### config.mk
export PLATFORM = sky130hd
export DESIGN_NAME = sound_event_scheduler
export DESIGN_NICKNAME = d
export VERILOG_FILES = /design/src/rtl/sound_pkg.sv /design/src/rtl/sound_note_rom.sv /design/src/rtl/sound_event_scheduler.sv
export SDC_FILE = /design/constraint.sdc
export NUM_CORES = 1
export LEC_CHECK = 0
export ABC_AREA = 1
export BUFFER_PORTS_ARGS = -buffer_cell sky130_fd_sc_hd__clkbuf_2
export CORE_ASPECT_RATIO = 0.7
export CORE_MARGIN = 4
export CORE_UTILIZATION = 68
export CTS_CLUSTER_DIAMETER = 50
export DETAILED_ROUTE_END_ITERATION = 6
export GPL_TIMING_DRIVEN = 0
export PLACE_DENSITY = 0.94
export SKIP_CTS_REPAIR_TIMING = 1
export SLEW_MARGIN = 20
export SYNTH_ARGS = -nofsm -noshare
export SYNTH_HDL_FRONTEND = slang
export SYNTH_SLANG_ARGS = --single-unit
### constraint.sdc
create_clock -name clk -period 8.26 [get_ports clk]
set_input_delay 0.826 -clock clk [delete_from_list [all_inputs] [get_ports clk]]
set_output_delay 0.826 -clock clk [all_outputs]
set_load 0.01 [all_outputs]
### src/rtl/sound_pkg.sv
// Shared types and the fixed per-event note table for the sound event scheduler.
package sound_pkg;

  typedef enum logic [1:0] {
    EVT_TURN     = 2'd0,
    EVT_GOOD     = 2'd1,
    EVT_BAD      = 2'd2,
    EVT_GAMEOVER = 2'd3
  } evt_e;

  typedef enum logic [1:0] {
    IDLE = 2'd0,
    LOAD = 2'd1,
    PLAY = 2'd2,
    GAP  = 2'd3
  } state_e;

  typedef struct packed {
    logic [15:0] div;
    logic [7:0]  dur;
  } note_t;

  // A divisor of zero terminates an event's pattern.
  function automatic note_t note_lookup(input evt_e evt, input logic [1:0] note);
    note_t n;
    n = '0;
    case (evt)
      EVT_TURN: begin
        if (note == 2'd0) n = '{div: 16'h0200, dur: 8'd1};
      end
      EVT_GOOD: begin
        case (note)
          2'd0:    n = '{div: 16'h0100, dur: 8'd5};
          2'd1:    n = '{div: 16'h00C0, dur: 8'd5};
          default: n = '0;
        endcase
      end
      EVT_BAD: begin
        case (note)
          2'd0:    n = '{div: 16'h0400, dur: 8'd10};
          2'd1:    n = '{div: 16'h0500, dur: 8'd10};
          default: n = '0;
        endcase
      end
      EVT_GAMEOVER: begin
        case (note)
          2'd0:    n = '{div: 16'h0300, dur: 8'd8};
          2'd1:    n = '{div: 16'h0400, dur: 8'd8};
          2'd2:    n = '{div: 16'h0500, dur: 8'd8};
          default: n = '{div: 16'h0600, dur: 8'd16};
        endcase
      end
    endcase
    return n;
  endfunction

  function automatic evt_e highest_evt(input logic [3:0] set);
    if (set[3]) return EVT_GAMEOVER;
    if (set[2]) return EVT_BAD;
    if (set[1]) return EVT_GOOD;
    return EVT_TURN;
  endfunction

endpackage

### src/rtl/sound_note_rom.sv
// Combinational note table lookup: (event, note index) -> divisor and duration.
module sound_note_rom
  import sound_pkg::*;
#(
  parameter int unsigned DIV_W = 16,
  parameter int unsigned DUR_W = 8
) (
  input  evt_e             evt,
  input  logic [1:0]       note,
  output logic [DIV_W-1:0] div,
  output logic [DUR_W-1:0] dur
);

  note_t entry;

  always_comb begin
    entry = note_lookup(evt, note);
    div   = DIV_W'(entry.div);
    dur   = DUR_W'(entry.dur);
  end

endmodule

### src/rtl/sound_event_scheduler.sv
// Prioritised game sound sequencer: arbitrates event requests and steps each
// event's note pattern, driving the oscillator with a divisor and an enable.
module sound_event_scheduler
  import sound_pkg::*;
#(
  parameter int unsigned TICK_CYCLES = 100000,
  parameter int unsigned DIV_W       = 16,
  parameter int unsigned DUR_W       = 8,
  parameter int unsigned GAP_TICKS   = 2
) (
  input  logic             clk,
  input  logic             nRst,
  input  logic [3:0]       req_i,
  input  logic             mute_i,
  output logic [DIV_W-1:0] tone_div_o,
  output logic             tone_en_o,
  output logic             busy_o,
  output logic [1:0]       active_evt_o,
  output logic             done_o
);

  localparam int unsigned DUR_SPAN  = 1 << DUR_W;
  localparam int unsigned MAX_TICKS = (DUR_SPAN > GAP_TICKS) ? DUR_SPAN : GAP_TICKS;
  localparam int unsigned CNT_W     = $clog2(TICK_CYCLES * MAX_TICKS);
  localparam int unsigned GAP_LEN   = GAP_TICKS * TICK_CYCLES;
  // The LOAD cycle that follows GAP is also silent, so GAP itself is one
  // cycle short and the audible gap between notes is exactly GAP_LEN.
  localparam logic [CNT_W-1:0] GAP_LAST = CNT_W'((GAP_LEN >= 2) ? GAP_LEN - 2 : 0);

  state_e           state;
  evt_e             active;
  logic [2:0]       note;
  logic [3:0]       pending;
  logic [CNT_W-1:0] cnt;
  logic [CNT_W-1:0] play_last;

  logic [DIV_W-1:0] rom_div;
  logic [DUR_W-1:0] rom_dur;
  logic [31:0]      dur_ticks;
  logic [CNT_W-1:0] rom_last;
  logic [3:0]       eff;
  logic [3:0]       launch_mask;
  evt_e             top_evt;
  logic             any_req;
  logic             preempt;
  logic             finished;
  logic             launch;

  sound_note_rom #(
    .DIV_W (DIV_W),
    .DUR_W (DUR_W)
  ) u_rom (
    .evt  (active),
    .note (note[1:0]),
    .div  (rom_div),
    .dur  (rom_dur)
  );

  always_comb begin
    eff         = pending | req_i;
    any_req     = |eff;
    top_evt     = highest_evt(eff);
    launch_mask = 4'b0001 << top_evt;
    preempt     = (state != IDLE) && any_req && (top_evt > active);
    finished    = (state == LOAD) && (note[2] || (rom_div == '0));
    launch      = any_req && ((state == IDLE) || preempt || finished);
    dur_ticks   = (rom_dur == '0) ? 32'd1 : 32'(rom_dur);
    rom_last    = CNT_W'(dur_ticks * TICK_CYCLES - 32'd1);
  end

  always_ff @(posedge clk) begin
    if (!nRst || mute_i) begin
      state        <= IDLE;
      active       <= EVT_TURN;
      note         <= '0;
      pending      <= '0;
      cnt          <= '0;
      play_last    <= '0;
      tone_div_o   <= '0;
      tone_en_o    <= 1'b0;
      busy_o       <= 1'b0;
      active_evt_o <= '0;
      done_o       <= 1'b0;
    end else begin
      pending <= eff & ~(launch ? launch_mask : 4'b0000);
      done_o  <= finished;
      if (launch) begin
        state        <= LOAD;
        active       <= top_evt;
        note         <= '0;
        cnt          <= '0;
        tone_en_o    <= 1'b0;
        busy_o       <= 1'b1;
        active_evt_o <= top_evt;
      end else begin
        case (state)
          IDLE: ;
          LOAD: begin
            if (finished) begin
              state        <= IDLE;
              active       <= EVT_TURN;
              busy_o       <= 1'b0;
              active_evt_o <= '0;
              tone_div_o   <= '0;
            end else begin
              state      <= PLAY;
              tone_div_o <= rom_div;
              play_last  <= rom_last;
              cnt        <= '0;
              tone_en_o  <= 1'b1;
            end
          end
          PLAY: begin
            if (cnt >= play_last) begin
              state     <= GAP;
              tone_en_o <= 1'b0;
              cnt       <= '0;
            end else if (cnt != '1) begin
              cnt <= cnt + CNT_W'(1);
            end
          end
          GAP: begin
            if (cnt >= GAP_LAST) begin
              state <= LOAD;
              note  <= note + 3'd1;
              cnt   <= '0;
            end else if (cnt != '1) begin
              cnt <= cnt + CNT_W'(1);
            end
          end
        endcase
      end
    end
  end

endmodule

==> results of run 1 <==
## kinds of logic (layout without fill, tap and decap cells)
kind of cell / count (synthesis) / count (layout) / share of synthesized area
buffers and inverters: 159 / 191 / 0.125
xor gates and xnor gates: 25 / 25 / 0.0396
AOI/OAI and AO/OA: 97 / 97 / 0.0961
adders and majority gates: 66 / 66 / 0.152
and+or+nand+nor: 448 / 448 / 0.355
DFF: 64 / 64 / 0.232
other: 1 / 13 / 0.000678
## worst min-delay path by stage
stage | from | to | slack (ns)
final | tone_div_o[9]$_SDFFE_PP0P_ | tone_div_o[9]$_SDFFE_PP0P_ | 0.46
after floorplan | play_last[16]$_SDFFE_PP0P_ | play_last[16]$_SDFFE_PP0P_ | 0.43
after CTS | tone_div_o[9]$_SDFFE_PP0P_ | tone_div_o[9]$_SDFFE_PP0P_ | 0.46
after global routing | tone_div_o[10]$_SDFFE_PP0P_ | tone_div_o[10]$_SDFFE_PP0P_ | 0.49
after detailed placement | tone_div_o[9]$_SDFFE_PP0P_ | tone_div_o[9]$_SDFFE_PP0P_ | 0.45
after global placement | pending[3]$_SDFF_PP0_ | pending[3]$_SDFF_PP0_ | 0.45
## layer usage
layer	vias to the layer above	track usage
li1	2796	-
met1	2472	0.443
met2	279	0.442
met3	38	0.0957
met4	0	0.0695
met5	-	0
## Yosys cell counts, drive strengths merged, types with 2 or more instances
library cell / n / share of area
a211oi: 2 / 0.0027
a21o: 2 / 0.0027
a21oi: 60 / 0.055
and2: 2 / 0.0023
buf: 26 / 0.034
clkbuf: 2 / 0.0014
dfxtp: 64 / 0.23
fa: 2 / 0.0072
ha: 64 / 0.14
inv: 130 / 0.089
nand2: 272 / 0.20
nand3: 44 / 0.040
nand3b: 6 / 0.0081
nand4: 25 / 0.028
nor2: 76 / 0.056
nor3: 15 / 0.014
nor4: 4 / 0.0045
o211ai: 2 / 0.0052
o21a: 3 / 0.0041
o21ai: 27 / 0.025
or2: 3 / 0.0034
xnor2: 12 / 0.019
xor2: 13 / 0.021
## metrics by stage
step | instances | power (uW) | cell area [um2]
2_1_floorplan | 872 | 426 | 5580
6_report | 1005 | 862 | 6100
3_5_place_dp | 989 | 457 | 5790
5_1_grt | 1005 | 894 | 6100
4_1_cts | 1005 | 860 | 6100
3_3_place_gp | 989 | 453 | 5790
## flip-flops by register name, indices dropped and copies added (netlist names)
signal / cells
state: 2
cnt: 25
tone_div_o: 4
tone_en_o: 1
busy_o: 1
done_o: 1
note: 3
active: 2
pending: 4
play_last: 21
## critical path, cell delays in order, from the launching register on
cell     delay, ns
dfxtp_1       0.43
inv_1         0.13
ha_1          0.25
inv_1         0.09
nand2_1       0.05
nand2_1       0.11
inv_1         0.11
nor2_1        0.35
ha_1          0.31
ha_1          0.28
ha_1          0.24
inv_1         0.08
fa_1          0.40
xor2_1        0.25
nand2_1       0.10
nor2_2        0.24
nand2_1       0.15
nor2_2        0.16
nand3_1       0.11
nor2_1        0.12
nand3_1       0.09
a21oi_1       0.12
## layout make-up
cell class                      instances  area (um2)  area share
Buffer                                 28         198      0.0324
Clock buffer                           10         229      0.0375
Clock inverter                          6        83.8      0.0137
Inverter                              131         497      0.0815
Multi-Input combinational cell        649        3600       0.591
Sequential cell                        64        1280       0.210
Tap cell                              101         126      0.0207
Timing Repair Buffer                   16        80.1      0.0131
## report_power, final
part	switching, uW	total [uW]	internal (uW)
clock network	144	407	263
logic	92.3	141	48.7
registers	2.12	314	312
total	238	862	624
==> reports/metrics.csv, run 1 <==
metric;value;unit
crit path capture type;flip-flop;
Port Buffers;16;
fin crit share;0.516;
async set-reset flop share out of synthesis;0;
pre-CTS setup slack;4.20;ns
routability cong.;0.973;
DRC viols;0;
wire length on met3;1.72;mm
All-Layer GR Usage;0.306;
Area Overhead vs Synth;10.2;%
Max Clk Rate;235;MHz
Met1 Wirelength;6.60;mm
CTS tree;done;
max-cap violations;0;
Via density;5.56;
status;complete, no violations;
post-synthesis cell count;860;
antenna violations before repair;0;
die height;83.5;um
first drt pass iteration count;6;
CTS Buffer Depth;2;
r2r startpoint;note[0]$_SDFFE_PP0P_;
Leakage;0.00314;uW
final WL;14.3;mm
sequential area share after synthesis;0.232;
vias in the first global route;5134;
Hold WS;0.459;ns
Fill cells;576;
Overflow after GRT;0;
Die Width;116;um
DPL Wire Length;11.1;mm
R2R Path End;play_last[22]$_SDFFE_PP0P_;
Clock Skew;0.00943;ns
worst-margin pin slew;0.724;ns
commonest non-fill, non-tap cell in the layout;nand2_1;
Hold Fails Final Rpt;0;
clk sinks;64;
worst vdd rail ir drop;0.146;mV
clk_lat worst skew;0.34;ns
Slew headroom;0.515;
final setup margin;4.00;ns
Yosys Warn Count;0;
worst reg-to-reg setup slack;4.00;ns
Pins Over Slew Limit;0;
PwrDens;141;mW/mm2
Crit Path Max Fanout;5;
via count;5585;
RSZ-0062 raised after global routing;false;
Worst-path clk slew;0.06;ns
Avg Inst Size Synth;6.43;um2
most frequent cells in the layout;nand2_1 (252), inv_1 (113), nor2_1 (69);
Netlist cell types;43;
routed wl met2;5.76;mm
Hold Path Class;flip-flop to flip-flop;
CTS buffer count;9;
Nets;972;
First DRT Iteration DRCs;585;
Post-synth EDFFs;0;
Worst EP arrival;4.52;ns
largest net degree at the start of global routing;12;
fin util;0.771;
fin crit period;4.26;ns
Worst Setup SP;note[0]$_SDFFE_PP0P_;
Starting Density;0.700;
WHS Path Cells;2;
layout cells sized above 1;0.117;
Worst EP required;8.52;ns
Wirelength per Cell;14.3;um
Main synth FF type;dfxtp_1;
Synth Cell Area;0.00553;mm2
setup TNS;0;ns
Highest Signal Layer;met4;
synthesis-stage register bit count;64;
core area;0.00791;mm2
kind of critical path;flip-flop to flip-flop;
I/O pin cnt;28;
ant diodes;0;
die area;0.00967;mm2
critical path launch point type;flip-flop;
Final setup viols;0;
post-route ant nets;0;
clock root buffer master;clkbuf_16;
Row Count;27;
Setup crit end;play_last[22]$_SDFFE_PP0P_;
CTS H-tree lvls;3;
r2r worst-path depth;21;
first-pass GRT wire length;23.9;mm
No activity file was read; power rests on OpenSTA's default activity.
==> run 2: changes to the inputs <==
--- a/config.mk
+++ b/config.mk
@@ -9,11 +9,11 @@
 export BUFFER_PORTS_ARGS = -buffer_cell sky130_fd_sc_hd__clkbuf_2
 export CORE_ASPECT_RATIO = 0.7
 export CORE_MARGIN = 4
-export CORE_UTILIZATION = 68
+export CORE_UTILIZATION = 57
 export CTS_CLUSTER_DIAMETER = 50
 export DETAILED_ROUTE_END_ITERATION = 6
 export GPL_TIMING_DRIVEN = 0
-export PLACE_DENSITY = 0.94
+export PLACE_DENSITY = 0.85
 export SKIP_CTS_REPAIR_TIMING = 1
 export SLEW_MARGIN = 20
 export SYNTH_ARGS = -nofsm -noshare
==> constraint.sdc (replaced) <==
create_clock -name clk -period 3.6 [get_ports clk]
set_input_delay 0.36 -clock clk [delete_from_list [all_inputs] [get_ports clk]]
set_output_delay 0.36 -clock clk [all_outputs]
set_load 0.01 [all_outputs]
==> reports/metrics.csv, run 2 (same netlist as run 1, synthesis figures left out) <==
metric;value;unit
PwrDens;326;mW/mm2
DRC viols;0;
WHS Path Cells;3;
Pint;1530;uW
CTS Buffer Depth;2;
vias in the first global route;4891;
die area;0.0114;mm2
power share of the clock group;0.468;
First DRT Iteration DRCs;682;
sequential power share;0.340;
Pins Over Slew Limit;0;
Clock Skew;0.00678;ns
worst-margin pin slew;0.844;ns
fin crit share;1.00;
die height;90.4;um
Overflow after GRT;0;
most frequent cells in the layout;nand2_1 (234), inv_1 (105), nor2_1 (63);
Slew headroom;0.435;
R2R Path End;play_last[22]$_SDFFE_PP0P_;
Starting Density;0.598;
Via density;5.48;
Worst EP arrival;3.87;ns
ant diodes;0;
Fill cells;726;
area taken by flip-flops and latches;0.00129;mm2
Hold Path Class;primary input to flip-flop;
Worst Hold Launch;req_i[3];
All-Layer GR Usage;0.251;
biggest regs;cnt (25), play_last (21);
Hold Fails Final Rpt;0;
failing checks;setup timing;
Nets;982;
core area;0.00925;mm2
Comb power frac;0.192;
I/O pin cnt;28;
largest net degree at the start of global routing;12;
status;complete, but fails checks;
via count;5685;
layout cells sized above 1;0.188;
first drt pass iteration count;7;
clk_lat worst skew;0.34;ns
r2r startpoint;note[1]$_SDFFE_PP0P_;
routability cong.;0.961;
Top reg by flops;cnt;
final setup margin;-0.0146;ns
fin util;0.703;
Worst EP required;3.86;ns
antenna violations before repair;0;
Wirelength per Cell;14.7;um
max FFs per register;25;
Leakage;0.00321;uW
kind of critical path;flip-flop to flip-flop;
Max Clk Rate;277;MHz
Die Width;126;um
Crit Path Max Fanout;7;
crit path capture type;flip-flop;
Area Overhead vs Synth;17.6;%
Port Buffers;16;
final WL;15.3;mm
CTS tree;done;
critical path launch point type;flip-flop;
clock root buffer master;clkbuf_16;
fin crit period;3.61;ns
DPL Wire Length;11.0;mm
CTS H-tree lvls;3;
commonest non-fill, non-tap cell in the layout;nand2_1;
CTS buffer count;9;
worst vdd rail ir drop;0.294;mV
r2r worst-path depth;19;
Final setup viols;1;
post-route ant nets;0;
Worst-path clk slew;0.06;ns
net switching power;590;uW
worst reg-to-reg setup slack;-0.01;ns
Multi-input gate area;0.00385;mm2
Hold EP;pending[3]$_SDFF_PP0_;
pre-CTS setup slack;-0.530;ns
Sw Ratio;0.278;
clk sinks;64;
Row Count;29;
max-cap violations;0;
first-pass GRT wire length;23.5;mm
==> run 2: cell types whose count changed in the layout (fill, tap and decap cells not counted), moves of 4 or more <==
cell / previous run / this run
inv_1: 113 / 105
nor2_1: 69 / 63
buf_4: 15 / 24
nand2_1: 252 / 234
dfxtp_1: 64 / 60
nand2_2: 16 / 30
ha_1: 64 / 56
ha_4: 0 / 7
inv_2: 15 / 22
nor2_4: 1 / 6
==> run 2: per-layer routing <==
layer,up-vias,track usage,wire length (um)
li1,2831,-,-
met1,2512,0.383,6900
met2,312,0.343,6240
met3,30,0.0680,1860
met4,0,0.0598,266
met5,-,0,0
==> run 2: how the worst max path moves through the flow <==
stage,slack [ns],endpoint,cells past startpoint,startpoint
final,-0.01,play_last[22]$_SDFFE_PP0P_,19,note[1]$_SDFFE_PP0P_
after global routing,-0.14,play_last[20]$_SDFFE_PP0P_,23,note[1]$_SDFFE_PP0P_
after CTS,-0.56,play_last[20]$_SDFFE_PP0P_,26,note[0]$_SDFFE_PP0P_
after detailed placement,-0.53,play_last[20]$_SDFFE_PP0P_,26,note[0]$_SDFFE_PP0P_
after global placement,-0.43,play_last[20]$_SDFFE_PP0P_,26,note[0]$_SDFFE_PP0P_
after floorplan,0.09,play_last[22]$_SDFFE_PP0P_,19,active[0]$_SDFFE_PP0P_
==> run 2: through the flow <==
| stage | power, uW | instances | cell area, um2 | setup TNS [ns] | hold WS, ns |
|---|---|---|---|---|---|
| 5_1_grt | 2200 | 1038 | 6510 | -0.500 | 0.287 |
| 2_1_floorplan | 977 | 872 | 5580 | 0 | 0.430 |
| 6_report | 2120 | 1038 | 6510 | -0.0146 | 0.261 |
| 3_3_place_gp | 1040 | 1012 | 5810 | -1.98 | 0.447 |
| 4_1_cts | 2030 | 1028 | 6160 | -3.07 | 0.257 |
| 3_5_place_dp | 1040 | 1012 | 5810 | -2.86 | 0.451 |
==> run 2: power groups by stage <==
stage          clock network, uW  logic [uW]  registers [uW]
3_3_place_gp                   0         299             736
3_5_place_dp                   0         305             736
5_1_grt                     1030         441             722
2_1_floorplan                  0         241             737
6_report                     994         408             721
4_1_cts                     1000         308             721
==> run 2: final cells by class <==
cell class / instances / area share
inverter: 131 / 0.0767
timing repair buffer: 26 / 0.0238
sequential: 64 / 0.198
multi-input combinational: 649 / 0.592
clock inverter: 4 / 0.0115
tap: 124 / 0.0238
buffer: 28 / 0.0325
clock buffer: 12 / 0.0409
==> run 2: worst max-delay path, stage by stage, from the launching register on <==
cell	delay, ns
dfxtp_4	0.37
inv_4	0.05
ha_1	0.19
inv_2	0.09
nand2_1	0.07
nand2_2	0.10
o21ai_2	0.10
ha_1	0.34
ha_1	0.31
ha_1	0.35
ha_4	0.30
a21oi_1	0.26
nand3b_1	0.15
nand2_1	0.18
nand2_4	0.08
nor2_4	0.13
nand3_2	0.12
nor2_2	0.11
nand3_1	0.10
a21oi_1	0.14
